### src/rtl/fp_addsub_param_if.sv
// Request/response bundle for fp_addsub_param: operands and strobe in,
// status, result and exception flags out.
interface fp_addsub_param_if #(
    parameter int EXP_W = 8,
    parameter int MAN_W = 23
);
    localparam int W = 1 + EXP_W + MAN_W;

    logic         start;
    logic         op_sub;
    logic [W-1:0] opa;
    logic [W-1:0] opb;
    logic         busy;
    logic         ready;
    logic [W-1:0] sum;
    logic         flag_invalid;
    logic         flag_overflow;
    logic         flag_inexact;

    modport master (
        output start, op_sub, opa, opb,
        input  busy, ready, sum, flag_invalid, flag_overflow, flag_inexact
    );

    modport slave (
        input  start, op_sub, opa, opb,
        output busy, ready, sum, flag_invalid, flag_overflow, flag_inexact
    );
endinterface

### src/rtl/fp_addsub_param.sv
// Parameterised floating-point adder/subtractor with an iterative datapath:
// one-bit-per-cycle alignment and normalisation, round-to-nearest-even.
module fp_addsub_param #(
    parameter int EXP_W = 8,
    parameter int MAN_W = 23
) (
    input logic              clk,
    input logic              rst,
    fp_addsub_param_if.slave bus
);
    localparam int W    = 1 + EXP_W + MAN_W;
    localparam int MW   = MAN_W + 4;
    localparam int XW   = EXP_W + 2;
    localparam int BIAS = 2**(EXP_W-1) - 1;

    localparam logic signed [XW-1:0] BIAS_X = XW'(BIAS);
    localparam logic signed [XW-1:0] EMIN   = XW'(1 - BIAS);
    localparam logic signed [XW-1:0] EOVF   = XW'(2**EXP_W - 1 - BIAS);
    localparam logic signed [XW-1:0] FAR    = XW'(MAN_W + 3);
    localparam logic signed [XW-1:0] ONE_X  = XW'(1);
    localparam logic [W-1:0]         QNAN   = {1'b0, {EXP_W{1'b1}}, 1'b1, {(MAN_W-1){1'b0}}};

    typedef enum logic [3:0] {
        IDLE, UNPACK, SPECIAL, ALIGN, ADD, NORM, ROUND, PACK, DONE
    } state_t;

    state_t state, state_nx;

    logic [W-1:0]         a_w, b_w;
    logic                 sa, sb, rs;
    logic signed [XW-1:0] ea, eb, re;
    logic [MW-1:0]        ma, mb;
    logic [MW:0]          rm;
    logic [MAN_W:0]       rmant;
    logic                 inx_r;
    logic [W-1:0]         sum_r;
    logic                 f_inv, f_ovf, f_inx;

    logic [EXP_W-1:0] fa_exp, fb_exp;
    logic [MAN_W-1:0] fa_man, fb_man;
    logic             a_nan, b_nan, a_inf, b_inf, a_zero, b_zero, special;

    assign fa_exp = a_w[W-2:MAN_W];
    assign fb_exp = b_w[W-2:MAN_W];
    assign fa_man = a_w[MAN_W-1:0];
    assign fb_man = b_w[MAN_W-1:0];

    assign a_nan  = (&fa_exp) & (|fa_man);
    assign b_nan  = (&fb_exp) & (|fb_man);
    assign a_inf  = (&fa_exp) & ~(|fa_man);
    assign b_inf  = (&fb_exp) & ~(|fb_man);
    assign a_zero = ~(|fa_exp) & ~(|fa_man);
    assign b_zero = ~(|fb_exp) & ~(|fb_man);
    assign special = a_nan | b_nan | a_inf | b_inf | a_zero | b_zero;

    logic signed [XW-1:0] d_ab, d_ba;
    assign d_ab = ea - eb;
    assign d_ba = eb - ea;

    // Kept mantissa is {hidden, fraction}; bits [2:0] are guard/round/sticky.
    logic             rnd_up;
    logic [MAN_W+1:0] rnd;
    assign rnd_up = rm[2] & (rm[1] | rm[0] | rm[3]);
    assign rnd    = {1'b0, rm[MW-1:3]} + {{(MAN_W+1){1'b0}}, rnd_up};

    logic [EXP_W-1:0] pk_exp;
    assign pk_exp = rmant[MAN_W] ? EXP_W'(re + BIAS_X) : '0;

    always_ff @(posedge clk) begin
        if (rst) state <= IDLE;
        else     state <= state_nx;
    end

    always_comb begin
        state_nx = state;
        case (state)
            IDLE:    if (bus.start) state_nx = UNPACK;
            UNPACK:  state_nx = SPECIAL;
            SPECIAL: state_nx = special ? DONE : ALIGN;
            ALIGN:   if (ea == eb) state_nx = ADD;
            ADD:     state_nx = NORM;
            NORM:    if (!rm[MW] && (rm[MW-1] || re == EMIN || rm == '0)) state_nx = ROUND;
            ROUND:   state_nx = PACK;
            PACK:    state_nx = DONE;
            DONE:    state_nx = IDLE;
            default: state_nx = IDLE;
        endcase
    end

    always_ff @(posedge clk) begin
        if (rst) begin
            sum_r <= '0;
            f_inv <= 1'b0;
            f_ovf <= 1'b0;
            f_inx <= 1'b0;
        end else begin
            case (state)
                IDLE: if (bus.start) begin
                    a_w   <= bus.opa;
                    b_w   <= {bus.opb[W-1] ^ bus.op_sub, bus.opb[W-2:0]};
                    f_inv <= 1'b0;
                    f_ovf <= 1'b0;
                    f_inx <= 1'b0;
                end
                UNPACK: begin
                    sa <= a_w[W-1];
                    sb <= b_w[W-1];
                    ea <= (fa_exp == '0) ? EMIN : signed'({2'b00, fa_exp}) - BIAS_X;
                    eb <= (fb_exp == '0) ? EMIN : signed'({2'b00, fb_exp}) - BIAS_X;
                    ma <= {fa_exp != '0, fa_man, 3'b000};
                    mb <= {fb_exp != '0, fb_man, 3'b000};
                end
                SPECIAL: begin
                    if (a_nan || b_nan || (a_inf && b_inf && sa != sb)) begin
                        sum_r <= QNAN;
                        f_inv <= 1'b1;
                    end else if (a_inf)              sum_r <= a_w;
                    else if (b_inf)                  sum_r <= b_w;
                    else if (a_zero && b_zero)       sum_r <= {sa & sb, {(W-1){1'b0}}};
                    else if (b_zero)                 sum_r <= a_w;
                    else if (a_zero)                 sum_r <= b_w;
                end
                ALIGN: begin
                    // Differences beyond the guard/round span collapse to a lone sticky bit.
                    if (ea < eb) begin
                        if (d_ba > FAR) begin
                            ma <= {{(MW-1){1'b0}}, |ma};
                            ea <= eb;
                        end else begin
                            ma <= {1'b0, ma[MW-1:2], ma[1] | ma[0]};
                            ea <= ea + ONE_X;
                        end
                    end else if (eb < ea) begin
                        if (d_ab > FAR) begin
                            mb <= {{(MW-1){1'b0}}, |mb};
                            eb <= ea;
                        end else begin
                            mb <= {1'b0, mb[MW-1:2], mb[1] | mb[0]};
                            eb <= eb + ONE_X;
                        end
                    end
                end
                ADD: begin
                    re <= ea;
                    if (sa == sb) begin
                        rm <= {1'b0, ma} + {1'b0, mb};
                        rs <= sa;
                    end else if (ma >= mb) begin
                        rm <= {1'b0, ma - mb};
                        rs <= (ma == mb) ? 1'b0 : sa;
                    end else begin
                        rm <= {1'b0, mb - ma};
                        rs <= sb;
                    end
                end
                NORM: begin
                    if (rm[MW]) begin
                        rm <= {1'b0, rm[MW:2], rm[1] | rm[0]};
                        re <= re + ONE_X;
                    end else if (!rm[MW-1] && re != EMIN && rm != '0) begin
                        rm <= {rm[MW-1:0], 1'b0};
                        re <= re - ONE_X;
                    end
                end
                ROUND: begin
                    inx_r <= |rm[2:0];
                    if (rnd[MAN_W+1]) begin
                        rmant <= rnd[MAN_W+1:1];
                        re    <= re + ONE_X;
                    end else begin
                        rmant <= rnd[MAN_W:0];
                    end
                end
                PACK: begin
                    if (re >= EOVF) begin
                        sum_r <= {rs, {EXP_W{1'b1}}, {MAN_W{1'b0}}};
                        f_ovf <= 1'b1;
                        f_inx <= 1'b1;
                    end else begin
                        sum_r <= {rs, pk_exp, rmant[MAN_W-1:0]};
                        f_inx <= inx_r;
                    end
                end
                default: ;
            endcase
        end
    end

    assign bus.busy          = (state != IDLE);
    assign bus.ready         = (state == DONE);
    assign bus.sum           = sum_r;
    assign bus.flag_invalid  = f_inv;
    assign bus.flag_overflow = f_ovf;
    assign bus.flag_inexact  = f_inx;
endmodule

### src/flat_wrapper.sv
// flat-port wrapper written by rule: the top's interface ports become plain ports
module fp_addsub_param_flat 
#(
    parameter int EXP_W = 8,
    parameter int MAN_W = 23
)
  (clk, rst, bus_start, bus_op_sub, bus_opa, bus_opb, bus_busy, bus_ready, bus_sum, bus_flag_invalid, bus_flag_overflow, bus_flag_inexact);
  fp_addsub_param_if #(.EXP_W(EXP_W), .MAN_W(MAN_W)) bus_i ();
  input logic clk;
  input logic rst;
  input wire logic [$bits(bus_i.start)-1:0] bus_start;
  input wire logic [$bits(bus_i.op_sub)-1:0] bus_op_sub;
  input wire logic [$bits(bus_i.opa)-1:0] bus_opa;
  input wire logic [$bits(bus_i.opb)-1:0] bus_opb;
  output wire logic [$bits(bus_i.busy)-1:0] bus_busy;
  output wire logic [$bits(bus_i.ready)-1:0] bus_ready;
  output wire logic [$bits(bus_i.sum)-1:0] bus_sum;
  output wire logic [$bits(bus_i.flag_invalid)-1:0] bus_flag_invalid;
  output wire logic [$bits(bus_i.flag_overflow)-1:0] bus_flag_overflow;
  output wire logic [$bits(bus_i.flag_inexact)-1:0] bus_flag_inexact;
  assign bus_i.start = bus_start;
  assign bus_i.op_sub = bus_op_sub;
  assign bus_i.opa = bus_opa;
  assign bus_i.opb = bus_opb;
  assign bus_busy = bus_i.busy;
  assign bus_ready = bus_i.ready;
  assign bus_sum = bus_i.sum;
  assign bus_flag_invalid = bus_i.flag_invalid;
  assign bus_flag_overflow = bus_i.flag_overflow;
  assign bus_flag_inexact = bus_i.flag_inexact;
  fp_addsub_param #(.EXP_W(EXP_W), .MAN_W(MAN_W)) u_core (.clk(clk), .rst(rst), .bus(bus_i));
endmodule
### config.mk
export PLATFORM = sky130hd
export DESIGN_NAME = fp_addsub_param_flat
export DESIGN_NICKNAME = d
export VERILOG_FILES = /design/src/rtl/fp_addsub_param_if.sv /design/src/rtl/fp_addsub_param.sv /design/src/flat_wrapper.sv
export SDC_FILE = /design/constraint.sdc
export NUM_CORES = 1
export LEC_CHECK = 0
export ABC_AREA = 1
export CORE_MARGIN = 2
export CORE_UTILIZATION = 60
export DETAILED_ROUTE_END_ITERATION = 8
export PLACE_DENSITY = 0.8
export SLEW_MARGIN = 10
export SYNTH_ARGS = -nofsm -noshare
export SYNTH_HDL_FRONTEND = slang
export SYNTH_SLANG_ARGS = --single-unit
### constraint.sdc
create_clock -name clk -period 8.3 [get_ports clk]
set_clock_uncertainty 0.1 [all_clocks]
set_input_delay 1.66 -clock clk [delete_from_list [all_inputs] [get_ports clk]]
set_output_delay 1.66 -clock clk [all_outputs]
set_load 0.05 [all_outputs]
# == Word level (Yosys, flattened, before mapping) ==
# Index checks and enable logic that the tools add are counted.
# totals
reg_bits,243
input_bits,68
# op_classes
n_addsub,13
n_lt_le_gt_ge,6
n_eq_ne,25
muxes,50
bitwise,23
n_reduce_logical,49
# ops
cell,count
$mux W32,6
$mux W27,4
$pmux W27 S2,2
$mux W10,10
$mux W28,3
$pmux W32 S2,1
$pmux W28 S2,1
$reduce_or A27 Y1,2
$sub A27 B27 Y27,2
$mux W26,2
$reduce_or A23 Y1,2
$pmux W10 S2,2
$pmux W4 S8,1
$mux W31,1
$add A10 B2 Y10 const B,3
$pmux W10 S3,1
$add A27 B27 Y28,1
$logic_not A28 Y1,1
$reduce_bool A28 Y1,1
$eq A27 B27 Y1,1
$ge A27 B27 Y1,1
$add A24 B1 Y25,1
$mux W23,1
$gt A10 B6 Y1 const B,2
other kinds (42),114

# == Depth between registers and ports, before layout ==
# logic_depth
ltp_word,10
ltp_mapped,19

# == Least setup slack after synthesis ==
# OpenSTA, ideal clock, no wires.
# synth_path
kind,input to register
from,input port rst
to,register u_core.eb[0] (enable)
arrival_ns,4.855
t_required_ns,7.712
setup_slack_ns,2.857
stages,3
cell_sequence,clkbuf_1 nor3_1 a21boi_0
# synth_via
elab_chain_cells,2
# synth_rtl
item,line,text
"start, declared",flat_wrapper.sv:10,input logic rst;
$not A1 Y1 (no line),--,
$reduce_and A4 Y1 (no line),--,
"end signal, assigned",fp_addsub_param.sv:109,"eb <= (fb_exp == '0) ? EMIN : signed'({2'b00, fb_exp}) - BIAS_X;"
"end signal, assigned",fp_addsub_param.sv:139,eb <= eb + ONE_X;
"end, declared",fp_addsub_param.sv:31,"logic signed [XW-1:0] ea, eb, re;"
# Every way passes these cells.
# A chain may end at the register's enable or synchronous reset.

# == Final worst setup path ==
# layout_path
from,register u_core.eb[0]
to,register u_core.ma[0] (data pin)
# layout_via
elab_chain_cells,5
# layout_rtl
item,line,text
$sub A10 B10 Y10,fp_addsub_param.sv:58,assign d_ba = eb - ea;
$gt A10 B6 Y1,fp_addsub_param.sv:126,if (d_ba > FAR) begin
$mux W26,fp_addsub_param.sv:126,
$mux W27,fp_addsub_param.sv:125,if (ea < eb) begin
$pmux W27 S2,fp_addsub_param.sv:97,case (state)
"end signal, assigned",fp_addsub_param.sv:110,"ma <= {fa_exp != '0, fa_man, 3'b000};"
"end signal, assigned",fp_addsub_param.sv:127,"ma <= {{(MW-1){1'b0}}, |ma};"
"end signal, assigned",fp_addsub_param.sv:130,"ma <= {1'b0, ma[MW-1:2], ma[1] | ma[0]};"
"end, declared",fp_addsub_param.sv:32,"logic [MW-1:0] ma, mb;"
# Every way passes these cells. The select of a mux whose other input is x is not followed.

==> results.toml <==
[clocking]
insertion_delay_ps = 570
clk_pin_slew_ps = 60
postCtsSetupBuffers = 0
clk_path_buf_depth = 3
clock_tree.root_cell = "clkbuf_16"
cts_tree = "yes"
cts_htree_levels = 1
ctsHoldBuffers = 0
post_cts_resized = 0
cts_buffers = 27
cts.sinks = 243

[power]
ir_drop_mv = 0.2069
power_mw = 6.021
p_per_area_nw_per_um2 = 271.1
leakage_nw = 10.64

[cells_and_area]
nets = 3185
n_antenna_cell = 0
drive_gt1_frac = 0.04767
multiInputGateArea_um2 = 11160
fillerInstances = 2856
syn_to_final_growth_pct = 10.15
seq_area_um2 = 6907
fin_area_um2 = 22210

[synth]
ys_seq_area_frac = 0.3425
syn_avg_cell_area_um2 = 6.820
syn_nets = 3142
ys_warn_count = 0
netlist_area_um2 = 20170
synthesis.instances = 2957
synth_cell_types = 56
synth-seq-cells = 243

[critical_path]
crit_family = "simple AND/OR/NAND/NOR gates"
cp_slowest_cell = "nand2_2"
path_buf_inv = 3
crit_type = "reg -> reg"
crit_chain = "inv_1 -> ha_1 -> inv_1 -> fa_1 -> nand3_1 -> nand3_1 -> nand2_1 -> nand3_1 -> nand2_1 -> nand2_1 -> nor2_1 -> nand3_1 -> nand2_2 -> inv_1 -> nor2_1 -> nor2_1"
cp_data_arrival_time_ps = 4160
cp_common_cell = "nand3_1"
critical_path_peak_fanout = 34
end_kind = "register"
worstPathRequired_ps = 8500
critPathMaxStageDelay_ps = 730
crit_path_start_kind = "register"

[placed_design]
gp_congestion = 1.054
dp_hpwl_um = 58620
dpl_cell_area_um2 = 21360
dp_slack_ps = 4349
io_buffers = 104

[timing]
fin_crit_ps = 3963
report.final.slew_viol_count = 0
max_freq_mhz = 252.3
setup_viol = 0
hold_viol_final = 0
rsz0062_at_grt = "no"
tns_ps = 0
period_share = 0.4775
setup_ws_ps = 4337
slew_headroom = 0.1918
worst_pin_slew_ps = 1211

[hold_path]
hp-class = "reg -> reg"

[drt]
vias_per_cell = 5.995
drtIter0Drc = 2876
vias = 20796
totalWireLength_um = 75520
avgRoutedWirePerCell_um = 21.77
drtPass1Iterations = 6
antenna_left = 0
drc = 0

[run_status]
outcome = "complete, no violations"

[floorplanning]
start_util = 0.6059
die-area_um2 = 35090
core_um2 = 33280
design.portCount = 105
die_width_um = 187.3
row_count = 67
die_h_um = 187.3

[grt]
grt_use_total = 0.4250
grt_first_pass_wirelength_um = 114100
grt_overflow = 0
grt_max_degree = 82
grt_pass1_vias = 19857
antenna_found_initial = 0

[flow_run]
cap_violations = 0
==> state kept, by name, summed over array words and instances, names as in the netlist, 4 cells and up <==
signal          count
u_core.a_w         32
u_core.b_w         32
u_core.ea          10
u_core.state        4
u_core.rmant       24
u_core.bus.sum     32
u_core.rm          28
u_core.ma          27
u_core.mb          27
u_core.eb          10
u_core.re          10
==> metrics by stage <==
step	utilization	cells	hold slack, ps
floorplan	-	2957	327.2
global placement	0.6418	3419	354.6
detailed placement	0.6418	3419	353.6
CTS	0.6674	3469	363.0
global route	0.6674	3469	390.3
finish	0.6674	3469	362.5
==> final cells by class <==
| class | count | area share |
|---|---|---|
| inverters | 427 | 0.07216 |
| clock inverters | 17 | 0.006140 |
| repair buffers | 116 | 0.05092 |
| flip-flops and latches | 243 | 0.3109 |
| multi-input cells | 2185 | 0.5023 |
| well taps | 448 | 0.02524 |
| clock buffers | 33 | 0.03233 |
==> synth_stat cells, drive strengths merged <==
library cell	number	area share
nand3	263	0.068
nor4	7	0.0022
buf	63	0.019
o22ai	5	0.0016
edfxtp	204	0.30
o21bai	6	0.0022
a31oi	5	0.0016
nor3	40	0.010
inv	424	0.079
nand2b	1	0.00031
a21oi	102	0.027
ha	112	0.069
o31ai	3	0.0011
clkbuf	39	0.0073
o21ai	139	0.035
o2111ai	1	0.00043
o221ai	3	0.0013
xnor2	14	0.0061
or2	2	0.00062
and3	2	0.00062
nand3b	6	0.0022
and2	3	0.0011
clkinv	3	0.00056
o211ai	25	0.0093
nand4	64	0.021
a211oi	2	0.00074
o41ai	1	0.00043
dfxtp	39	0.039
nor2	306	0.062
nor3b	1	0.00062
fa	5	0.0050
nand2	985	0.19
o311ai	1	0.00043
a21boi	4	0.0015
a21o	7	0.0026
xor2	70	0.031
==> logic make-up (layout without fill, tap and decap cells) <==
logic type / Yosys count / in the layout / share of synthesized area
and+or+nand+nor: 1680 / 1680 / 0.3550
buffers and inverters: 529 / 593 / 0.1059
AOI/OAI and AO/OA: 304 / 304 / 0.08488
DFF: 243 / 243 / 0.3425
adders and majority gates: 117 / 117 / 0.07446
xor gates and xnor gates: 84 / 84 / 0.03723
==> worst min-delay path, stage by stage (launching register included) <==
cell,delay (ps)
dfxtp_1,310
inv_1,50
a21oi_1,50
==> layout by cell type (no fill, tap or decap), types with 4 or more instances in the layout <==
cell	instances
nand2_1	966
inv_1	408
nor2_1	282
nand3_1	253
edfxtp_1	204
ha_1	112
clkdlybuf4s50_1	104
o21ai_0	98
a21oi_1	95
xor2_1	68
nand4_1	63
dfxtp_1	39
o21ai_1	38
nor3_1	37
clkbuf_16	27
o211ai_1	25
nor2_2	17
nand2_2	17
inv_2	16
xnor2_1	14
buf_4	12
nand3_2	8
clkinv_1	7
a21oi_2	7
a21o_1	7
nor4_1	7
nand3b_1	6
o21bai_1	6
clkinv_2	6
a31oi_1	5
o22ai_1	5
nor2_4	5
fa_1	5
clkbuf_1	4
==> where the power goes <==
group	internal, mW	leakage, nW	switching, mW	total (mW)
Combinational	0.860	8.04	2.23	3.09
Sequential	1.58	2.18	0.173	1.75
Clock	0.653	0.420	0.524	1.18
==> worst paths after layout <==
path                                start                 endpoint  slack [ps]  cells after the start
setup / recovery             u_core.eb[0]             u_core.ma[0]        4340                     16
setup reg to reg             u_core.eb[0]             u_core.ma[0]        4340                     16
hold reg to reg   u_core.bus.flag_invalid  u_core.bus.flag_invalid         360                      2
hold / removal    u_core.bus.flag_invalid  u_core.bus.flag_invalid         360                      2
==> metal layers <==
metal / share of wire / track usage / vias up
met5: 0 / 0 / -
met4: 0.078 / 0.2848 / 0
met3: 0.10 / 0.07486 / 268
met2: 0.45 / 0.6782 / 1396
met1: 0.37 / 0.5296 / 9547
li1: - / - / 9585
Power figures use the tool's default switching activity.
